===== config.mk =====
export PLATFORM = sky130hd
export DESIGN_NAME = store_pair_buffer_flat
export DESIGN_NICKNAME = d
export VERILOG_FILES = /design/src/rtl/store_pair_buffer_if.sv /design/src/rtl/store_pair_buffer.sv /design/src/flat_wrapper.sv
export SDC_FILE = /design/constraint.sdc
export NUM_CORES = 1
export LEC_CHECK = 0
export BUFFER_PORTS_ARGS = -buffer_cell sky130_fd_sc_hd__buf_4
export CAP_MARGIN = 20
export CORE_ASPECT_RATIO = 0.75
export CORE_MARGIN = 3
export CORE_UTILIZATION = 60
export CTS_CLUSTER_SIZE = 10
export DETAILED_ROUTE_END_ITERATION = 16
export HOLD_SLACK_MARGIN = 0.05
export PLACE_DENSITY = 0.82
export SYNTH_ARGS = -nofsm -noshare
export SYNTH_HDL_FRONTEND = slang
export SYNTH_SLANG_ARGS = --single-unit

===== constraint.sdc =====
create_clock -name clk -period 5 [get_ports clk]
set_input_delay 0.25 -clock clk [delete_from_list [all_inputs] [get_ports clk]]
set_output_delay 0.25 -clock clk [all_outputs]
set_load 0.02 [all_outputs]

===== src/rtl/store_pair_buffer_if.sv =====
// Handshake bundle for the store pairing stage: producer address/data channels
// in, aligned address/data pair out to the memory controller's store port.
interface store_pair_buffer_if #(
  parameter int ADDR_TYPE = 32,
  parameter int DATA_TYPE = 32
);
  logic [ADDR_TYPE-1:0] addrIn;
  logic                 addrIn_valid;
  logic                 addrIn_ready;
  logic [DATA_TYPE-1:0] dataIn;
  logic                 dataIn_valid;
  logic                 dataIn_ready;
  logic [ADDR_TYPE-1:0] stAddr;
  logic                 stAddr_valid;
  logic                 stAddr_ready;
  logic [DATA_TYPE-1:0] stData;
  logic                 stData_valid;
  logic                 stData_ready;

  modport master (
    output addrIn, addrIn_valid, input addrIn_ready,
    output dataIn, dataIn_valid, input dataIn_ready,
    input  stAddr, stAddr_valid, output stAddr_ready,
    input  stData, stData_valid, output stData_ready
  );

  modport slave (
    input  addrIn, addrIn_valid, output addrIn_ready,
    input  dataIn, dataIn_valid, output dataIn_ready,
    output stAddr, stAddr_valid, input stAddr_ready,
    output stData, stData_valid, input stData_ready
  );
endinterface


===== src/rtl/store_pair_buffer.sv =====
// Elastic pairing stage: independent address/data FIFOs whose heads are only
// presented (and popped together) when both channels hold an entry.
module store_pair_buffer #(
  parameter int ADDR_TYPE = 32,
  parameter int DATA_TYPE = 32,
  parameter int DEPTH     = 4
) (
  input  logic                           clk,
  input  logic                           rst,
  store_pair_buffer_if.slave             st_if,
  output logic [$clog2(DEPTH+1)-1:0]     pairCount
);

  localparam int PW = $clog2(DEPTH);
  localparam int CW = $clog2(DEPTH+1);
  localparam logic [CW-1:0] FULL = CW'(DEPTH);

  logic [ADDR_TYPE-1:0] r_addr_mem [DEPTH];
  logic [DATA_TYPE-1:0] r_data_mem [DEPTH];

  logic [PW-1:0] r_addr_head, r_addr_tail;
  logic [PW-1:0] r_data_head, r_data_tail;
  logic [CW-1:0] r_addr_cnt, r_data_cnt;
  logic [CW-1:0] r_pair_cnt;

  logic          w_addr_ready, w_data_ready;
  logic          w_addr_push, w_data_push;
  logic          w_valid, w_pop;
  logic [CW-1:0] w_addr_cnt_nxt, w_data_cnt_nxt, w_pair_nxt;

  // Readiness depends only on own occupancy, so a full FIFO refuses even when popping.
  assign w_addr_ready = !rst && (r_addr_cnt < FULL);
  assign w_data_ready = !rst && (r_data_cnt < FULL);
  assign w_addr_push  = st_if.addrIn_valid && w_addr_ready;
  assign w_data_push  = st_if.dataIn_valid && w_data_ready;

  assign w_valid = !rst && (r_addr_cnt != '0) && (r_data_cnt != '0);
  assign w_pop   = w_valid && st_if.stAddr_ready && st_if.stData_ready;

  assign st_if.addrIn_ready = w_addr_ready;
  assign st_if.dataIn_ready = w_data_ready;
  assign st_if.stAddr_valid = w_valid;
  assign st_if.stData_valid = w_valid;
  assign st_if.stAddr       = w_valid ? r_addr_mem[r_addr_head] : '0;
  assign st_if.stData       = w_valid ? r_data_mem[r_data_head] : '0;
  assign pairCount          = rst ? '0 : r_pair_cnt;

  always_comb begin
    w_addr_cnt_nxt = r_addr_cnt;
    w_data_cnt_nxt = r_data_cnt;
    case ({w_addr_push, w_pop})
      2'b10:   w_addr_cnt_nxt = r_addr_cnt + CW'(1);
      2'b01:   w_addr_cnt_nxt = r_addr_cnt - CW'(1);
      default: w_addr_cnt_nxt = r_addr_cnt;
    endcase
    case ({w_data_push, w_pop})
      2'b10:   w_data_cnt_nxt = r_data_cnt + CW'(1);
      2'b01:   w_data_cnt_nxt = r_data_cnt - CW'(1);
      default: w_data_cnt_nxt = r_data_cnt;
    endcase
    w_pair_nxt = (w_addr_cnt_nxt < w_data_cnt_nxt) ? w_addr_cnt_nxt : w_data_cnt_nxt;
  end

  always_ff @(posedge clk) begin
    if (w_addr_push) r_addr_mem[r_addr_tail] <= st_if.addrIn;
    if (w_data_push) r_data_mem[r_data_tail] <= st_if.dataIn;
  end

  // Pointers are PW bits and DEPTH is a power of two, so increments wrap for free.
  always_ff @(posedge clk) begin
    if (rst) begin
      r_addr_head <= '0;
      r_addr_tail <= '0;
      r_data_head <= '0;
      r_data_tail <= '0;
      r_addr_cnt  <= '0;
      r_data_cnt  <= '0;
      r_pair_cnt  <= '0;
    end else begin
      if (w_addr_push) r_addr_tail <= r_addr_tail + PW'(1);
      if (w_data_push) r_data_tail <= r_data_tail + PW'(1);
      if (w_pop) begin
        r_addr_head <= r_addr_head + PW'(1);
        r_data_head <= r_data_head + PW'(1);
      end
      r_addr_cnt <= w_addr_cnt_nxt;
      r_data_cnt <= w_data_cnt_nxt;
      r_pair_cnt <= w_pair_nxt;
    end
  end

endmodule


===== src/flat_wrapper.sv =====
// flat-port wrapper written by rule: the top's interface ports become plain ports
module store_pair_buffer_flat 
#(
  parameter int ADDR_TYPE = 32,
  parameter int DATA_TYPE = 32,
  parameter int DEPTH     = 4
)
  (clk, rst, pairCount, st_if_addrIn, st_if_addrIn_valid, st_if_addrIn_ready, st_if_dataIn, st_if_dataIn_valid, st_if_dataIn_ready, st_if_stAddr, st_if_stAddr_valid, st_if_stAddr_ready, st_if_stData, st_if_stData_valid, st_if_stData_ready);
  store_pair_buffer_if #(.ADDR_TYPE(ADDR_TYPE), .DATA_TYPE(DATA_TYPE)) st_if_i ();
  input  logic clk;
  input  logic rst;
  output logic [$clog2(DEPTH+1)-1:0] pairCount;
  input wire logic [$bits(st_if_i.addrIn)-1:0] st_if_addrIn;
  input wire logic [$bits(st_if_i.addrIn_valid)-1:0] st_if_addrIn_valid;
  output wire logic [$bits(st_if_i.addrIn_ready)-1:0] st_if_addrIn_ready;
  input wire logic [$bits(st_if_i.dataIn)-1:0] st_if_dataIn;
  input wire logic [$bits(st_if_i.dataIn_valid)-1:0] st_if_dataIn_valid;
  output wire logic [$bits(st_if_i.dataIn_ready)-1:0] st_if_dataIn_ready;
  output wire logic [$bits(st_if_i.stAddr)-1:0] st_if_stAddr;
  output wire logic [$bits(st_if_i.stAddr_valid)-1:0] st_if_stAddr_valid;
  input wire logic [$bits(st_if_i.stAddr_ready)-1:0] st_if_stAddr_ready;
  output wire logic [$bits(st_if_i.stData)-1:0] st_if_stData;
  output wire logic [$bits(st_if_i.stData_valid)-1:0] st_if_stData_valid;
  input wire logic [$bits(st_if_i.stData_ready)-1:0] st_if_stData_ready;
  assign st_if_i.addrIn = st_if_addrIn;
  assign st_if_i.addrIn_valid = st_if_addrIn_valid;
  assign st_if_addrIn_ready = st_if_i.addrIn_ready;
  assign st_if_i.dataIn = st_if_dataIn;
  assign st_if_i.dataIn_valid = st_if_dataIn_valid;
  assign st_if_dataIn_ready = st_if_i.dataIn_ready;
  assign st_if_stAddr = st_if_i.stAddr;
  assign st_if_stAddr_valid = st_if_i.stAddr_valid;
  assign st_if_i.stAddr_ready = st_if_stAddr_ready;
  assign st_if_stData = st_if_i.stData;
  assign st_if_stData_valid = st_if_i.stData_valid;
  assign st_if_i.stData_ready = st_if_stData_ready;
  store_pair_buffer #(.ADDR_TYPE(ADDR_TYPE), .DATA_TYPE(DATA_TYPE), .DEPTH(DEPTH)) u_core (.clk(clk), .rst(rst), .st_if(st_if_i), .pairCount(pairCount));
endmodule

**Yosys cells after proc, flatten, opt, wreduce, memory -nomap -nowiden**

Memories as Yosys holds them, arrays and structs flattened. A register that Yosys moved wholly into a read port is not among the register bits.
Index checks and enable logic that the tools add are counted.

- Bits in registers: 17
- Bits in writable memories: 256
- Input port bits: 70
- Logic and storage cells: 49
- Memories kept: 2

- $add $sub $neg: 8
- Order comparisons: 3
- Equality and inequality tests: 4
- Mux-type cells: 14
- Reductions and logical operators: 11

Memory list:

| name | depth | bits a word | rd ports | clocked after Yosys merged registers in | write ports | RTL line | RTL |
|---|---|---|---|---|---|---|---|
| u_core.r_addr_mem | 4 | 32 | 1 | 1 | 1 | store_pair_buffer.sv:18 | `logic [ADDR_TYPE-1:0] r_addr_mem [DEPTH];` |
| u_core.r_data_mem | 4 | 32 | 1 | 1 | 1 | store_pair_buffer.sv:19 | `logic [DATA_TYPE-1:0] r_data_mem [DEPTH];` |

Operators by type and width:

| operator | count |
|---|---|
| 32-bit two-way mux | 2 |
| 3-bit one-hot mux with 2 select lines | 2 |
| 2-bit by 1-bit adder with 2-bit output (second input constant) | 4 |
| 1-bit logical AND | 8 |
| 2-bit two-way mux | 4 |
| 3-bit by 1-bit adder with 3-bit output (second input constant) | 2 |
| 3-bit less-than comparator (second input constant) | 2 |
| 3-bit two-way mux | 2 |
| 3-bit nonzero test | 2 |
| 3-bit by 1-bit subtractor with 3-bit output (second input constant) | 2 |
| 2-bit by 1-bit equality test with 1-bit output (second input constant) | 2 |
| 2-bit equality test (second input constant) | 2 |
| 1-bit two-way mux | 4 |
| 3-bit less-than comparator | 1 |
| 1-bit logical NOT | 1 |

**Logic depth before layout (Yosys ltp)**

- Depth in word-level cells: 9
- Depth in mapped cells: 13

**Least setup slack after synthesis**

Ideal clock, no wire load.

- Path type: reg2reg
- From: register u_core.r_addr_cnt[2]
- To: register u_core.r_pair_cnt[1]
- Setup time: 0.121 ns
- Arrival time: 3.053 ns
- Required time: 4.879 ns
- Slack: 1.826 ns
- Stages on the path, launching flop included: 14
- Path buffers: 0
- Period minus slack after synthesis: 3.174 ns
- Cells stage by stage: dfxtp_1 nor2_1 and2_1 inv_1 ha_1 fa_1 xnor2_1 nor2_1 xnor2_1 inv_1 ha_1 a21oi_1 o21ai_0 mux2_2

- Elaborated cells between the ends (all ways): 18
- Those cells by class: 2 x add/sub; 2 x order compare; 4 x eq/ne; 3 x mux; 7 x reduce/logical

RTL lines:

| element | RTL line | RTL |
|---|---|---|
| from (decl) | store_pair_buffer.sv:23 | `logic [CW-1:0] r_addr_cnt, r_data_cnt;` |
| from (signal assigned) | store_pair_buffer.sv:86 | `r_addr_cnt <= w_addr_cnt_nxt;` |
| 3-bit less-than comparator (*) | store_pair_buffer.sv:32 | `assign w_addr_ready = !rst && (r_addr_cnt < FULL);` |
| 1-bit logical AND (*) | store_pair_buffer.sv:32 |  |
| via st_if_addrIn_ready | flat_wrapper.sv:15 | `output wire logic [$bits(st_if_i.addrIn_ready)-1:0] st_if_addrIn_ready;` |
| 1-bit logical AND (*) | store_pair_buffer.sv:34 | `assign w_addr_push = st_if.addrIn_valid && w_addr_ready;` |
| 2-bit by 1-bit equality test with 1-bit output or 2-bit equality test (tied branches) | store_pair_buffer.sv:51 | `case ({w_addr_push, w_pop})` |
| 3-bit one-hot mux with 2 select lines (*) | store_pair_buffer.sv:51 |  |
| via u_core.w_addr_cnt_nxt[2] | store_pair_buffer.sv:29 | `logic [CW-1:0] w_addr_cnt_nxt, w_data_cnt_nxt, w_pair_nxt;` |
| 3-bit less-than comparator (*) | store_pair_buffer.sv:61 | `w_pair_nxt = (w_addr_cnt_nxt < w_data_cnt_nxt) ? w_addr_cnt_nxt : w_data_cnt_nxt;` |
| 3-bit two-way mux (*) | store_pair_buffer.sv:61 |  |
| to (signal assigned) | store_pair_buffer.sv:88 | `r_pair_cnt <= w_pair_nxt;` |
| to (decl) | store_pair_buffer.sv:24 | `logic [CW-1:0] r_pair_cnt;` |

Mark *: on every way through the listed nets, which the timed path passes. The rest lies on a longest branch.
A chain may end at the register's enable or synchronous reset.

**Worst setup path in the final report**

- From: register u_core.r_addr_cnt[2]
- To: register u_core.r_pair_cnt[1]

- Longest elaborated chain between the ends: 9
- Elaborated cells between the ends (all ways): 18
- Those cells by class: 2 x add/sub; 2 x order compare; 4 x eq/ne; 3 x mux; 7 x reduce/logical

Ends and longest elaborated chain:

| element | RTL line |
|---|---|
| branches (longest 6 deep; another with 3-bit less-than comparator) | -- |
| 3-bit one-hot mux with 2 select lines (*) | store_pair_buffer.sv:51 |
| via u_core.w_addr_cnt_nxt[2] | store_pair_buffer.sv:29 |
| 3-bit less-than comparator (*) | store_pair_buffer.sv:61 |
| 3-bit two-way mux (*) | store_pair_buffer.sv:61 |

Mark *: on every way through the listed nets, which the timed path passes.

==> out/qor.yml <==
yosys:
  ys_types: 32
  syn_inst: 520
  yosysWarnings: 0
  synth_nets: 604
  ys_ff_latch: 277
  synth_top_area_share: 0.7125
  yosys.area.top_type: "edfxtp_1"
  ys_seq_area_frac: 0.7515
  ys_top_cells_by_area: "edfxtp_1 (71%), mux4_2 (13%), dfxtp_1 (3.9%), and2_1 (3.8%), ha_1 (1.4%)"
  syn_area_sq_um: 10790
  syn_area_per_cell_sq_um: 20.75
critical_path:
  cp.arrival_ns: 3.84
  worst-r2r-cell-count: 13
  crit_path_start_kind: "register"
  critPathMaxFanout: 6
  critPathCaptureType: "register"
  worstPathRequired_ns: 5.41
  critPathKind: "reg -> reg"
timing:
  setup_viol: 0
  finalSetupTns_ns: 0
  relSlewSlack: 0.5574
  finalClockSkew_ns: 0.007462
  rsz0062_at_grt: "false"
  timing.final.ws_setup_ns: 1.573
  slew_viol_final: 0
  hold_viol: 0
  finalCritPeriodShare: 0.6855
  max_freq_mhz: 291.8
  worst_pin_slew_ns: 0.6639
  fin_crit_ns: 3.427
drt:
  postRouteAntennaNets: 0
  wirelength_mm: 20.90
  viasPerCell: 5.691
  drt_iter0_markers: 423
  drc: 0
  avgRoutedWirePerCell_microns: 21.04
  drt-pass1-iter-count: 5
  vias: 5651
clock_network:
  root_buffer: "clkbuf_16"
  cts_tree: "built"
  path_clk_slew_ns: 0.06
  clock-sinks: 277
  cts_setup_buffers: 0
  clock_path_buffers: 3
  insertion_delay_ns: 0.52
  htree_num_levels: 1
  cts_buffers: 31
job:
  max_cap_violations: 0
place:
  dp_hpwl_mm: 11.73
  dpl_worst_slack_ns: 1.581
  port_buffers: 140
  globalplace.congestion: 0.7820
floorplanning:
  die_area_sq_um: 19640
  fp-row-count: 41
  initial_core_util: 0.6259
  io_pins: 141
  chipWidth_microns: 160.8
  dieHeight_microns: 122.1
  core-area_sq_um: 17240
worst_hold_path:
  hold_class: "in -> reg"
  whs_path_depth: 2
global_routing:
  grt_overflow_total: 0
  grt_max_degree: 67
  grt_pass1_vias: 6093
  antenna_found_initial: 0
  track_usage: 0.2161
  grt_pass1_wl_mm: 32.93
pwr:
  ir_drop_v: 0.0002223
  p_leak_nw: 4.777
  p_per_area_nw_per_um2: 353.6
cells_and_area:
  antenna_cells: 0
  finalNetCount: 830
  syn2layout_area_growth_pct: 25.34
  layout-drive-gt1-share: 0.3382
run_status:
  status: "finished clean"
-- synthesized netlist by cell type --
| library cell | instances |
|---|---|
| and2_1 | 66 |
| inv_1 | 10 |
| and3_1 | 8 |
| clkbuf_2 | 1 |
| clkbuf_1 | 1 |
| o21ai_0 | 1 |
| buf_4 | 2 |
| nand2_1 | 7 |
| a221oi_1 | 1 |
| ha_1 | 12 |
| xor2_1 | 3 |
| mux2i_1 | 2 |
| nor3_1 | 3 |
| mux4_2 | 63 |
| buf_2 | 11 |
| edfxtp_1 | 256 |
| buf_6 | 8 |
| a211oi_1 | 1 |
| nand2b_1 | 2 |
| dfxtp_1 | 21 |
| mux4_1 | 1 |
| fa_1 | 2 |
| mux2_2 | 2 |
| nor3_2 | 2 |
| a21oi_1 | 2 |
| xnor2_1 | 6 |
| nor2b_1 | 5 |
| o31ai_1 | 2 |
| buf_8 | 1 |
| nor2_1 | 16 |
| o21a_1 | 1 |
| nor4_4 | 1 |
-- layer usage --
metal  wire [microns]  share of wire  vias up  global-route usage
met5                0              0        -                   0
met4              290          0.014        0             0.04997
met3             1064          0.051       30             0.03297
met2            11150           0.53      189              0.3783
met1             8392           0.40     2934              0.2947
li1                 -              -     2498                   -
-- final timing paths --
kind,start,to,slack [ns]
max reg2reg,u_core.r_addr_cnt[2]$_SDFF_PP0_,u_core.r_pair_cnt[1]$_SDFF_PP0_,1.57
min,rst,u_core.r_data_tail[0]$_SDFFE_PP0P_,0.07
max,u_core.r_addr_cnt[2]$_SDFF_PP0_,u_core.r_pair_cnt[1]$_SDFF_PP0_,1.57
min reg2reg,u_core.r_addr_head[1]$_SDFFE_PP0N_,register,0.46
-- area by class of cell --
type | instances | area (sq um)
Timing Repair Buffer | 217 | 1789
Tap cell | 236 | 295.3
Fill cell | 934 | 3714
Clock buffer | 43 | 820.8
Sequential cell | 277 | 8110
Clock inverter | 1 | 5.005
Multi-Input combinational cell | 209 | 2465
Inverter | 10 | 37.54
-- sequential cells by signal, summed over array words and instances (netlist names), named ones only --
| register | flops |
|---|---|
| u_core.r_data_tail | 2 |
| u_core.r_data_cnt | 3 |
| u_core.r_addr_head | 2 |
| u_core.r_addr_mem | 128 |
| u_core.r_pair_cnt | 3 |
| u_core.r_data_head | 2 |
| u_core.r_data_mem | 128 |
| u_core.r_addr_tail | 2 |
| u_core.r_addr_cnt | 3 |
-- per-stage QoR --
step / hold WS, ns / total power [mW] / instances / cell area [sq um] / utilization
CTS: 0.06203 / 4.821 / 993 / 13520 / 0.7846
floorplan: 0.3309 / 2.777 / 520 / 10790 / -
finish: 0.07388 / 4.782 / 993 / 13520 / 0.7846
global route: 0.07300 / 4.955 / 993 / 13520 / 0.7846
detailed placement: 0.4522 / 2.893 / 885 / 12060 / 0.6995
global placement: 0.4435 / 2.875 / 885 / 12060 / 0.6995
-- what timing repair did --
action	4_1_cts	5_1_grt
hold endpoints to repair	256	0
endpoints found under the setup margin	0	0
resized for setup	0	0
hold buffers	64	0
-- cells in the final DEF (no fill, tap or decap) --
cell type and instances:
a221oi_1 1, edfxtp_1 256, clkbuf_16 31, dlygate4sd3_1 64, a211oi_1 1, mux4_1 1, and2_1 66, clkbuf_1 12
clkinv_2 1, xor2_1 3, dfxtp_1 19, xnor2_1 6, nor4_4 1, fa_1 2, o21ai_0 1, o31ai_1 2
nor2_1 16, ha_1 12, nor3_2 3, nand2_1 7, a21oi_1 2, mux2_2 2, inv_1 10, buf_4 153
nand2b_1 2, mux2i_1 2, o21a_1 1, and3_1 8, dfxtp_2 2, mux4_2 63, nor3_1 2, nor2b_1 5
-- logic make-up (layout without fill, tap and decap cells) --
group / after synthesis / after routing / synth area share
adder cells (fa/ha/maj): 14 / 14 / 0.01763
AO/OA/AOI/OAI: 8 / 8 / 0.004987
XOR/XNOR: 9 / 9 / 0.007306
multiplexers: 68 / 68 / 0.1379
buffers and inverters: 34 / 271 / 0.02053
flip-flops: 277 / 277 / 0.7515
AND/OR/NAND/NOR: 110 / 110 / 0.06019
-- report_power, final --
group,internal [mW],switching [mW]
clock network,1.11,0.778
registers,2.60,0.0197
logic,0.137,0.132
-- critical path: stages (launching register included) --
cell and delay, ns:
dfxtp_1 0.34, nor2_1 0.26, and2_1 0.27, inv_1 0.07, ha_1 0.23, fa_1 0.38, xnor2_1 0.17, nor2_1 0.07
xnor2_1 0.26, inv_1 0.10, ha_1 0.34, a21oi_1 0.33, o21ai_0 0.19, mux2_2 0.31
Power figures use the tool's default switching activity.
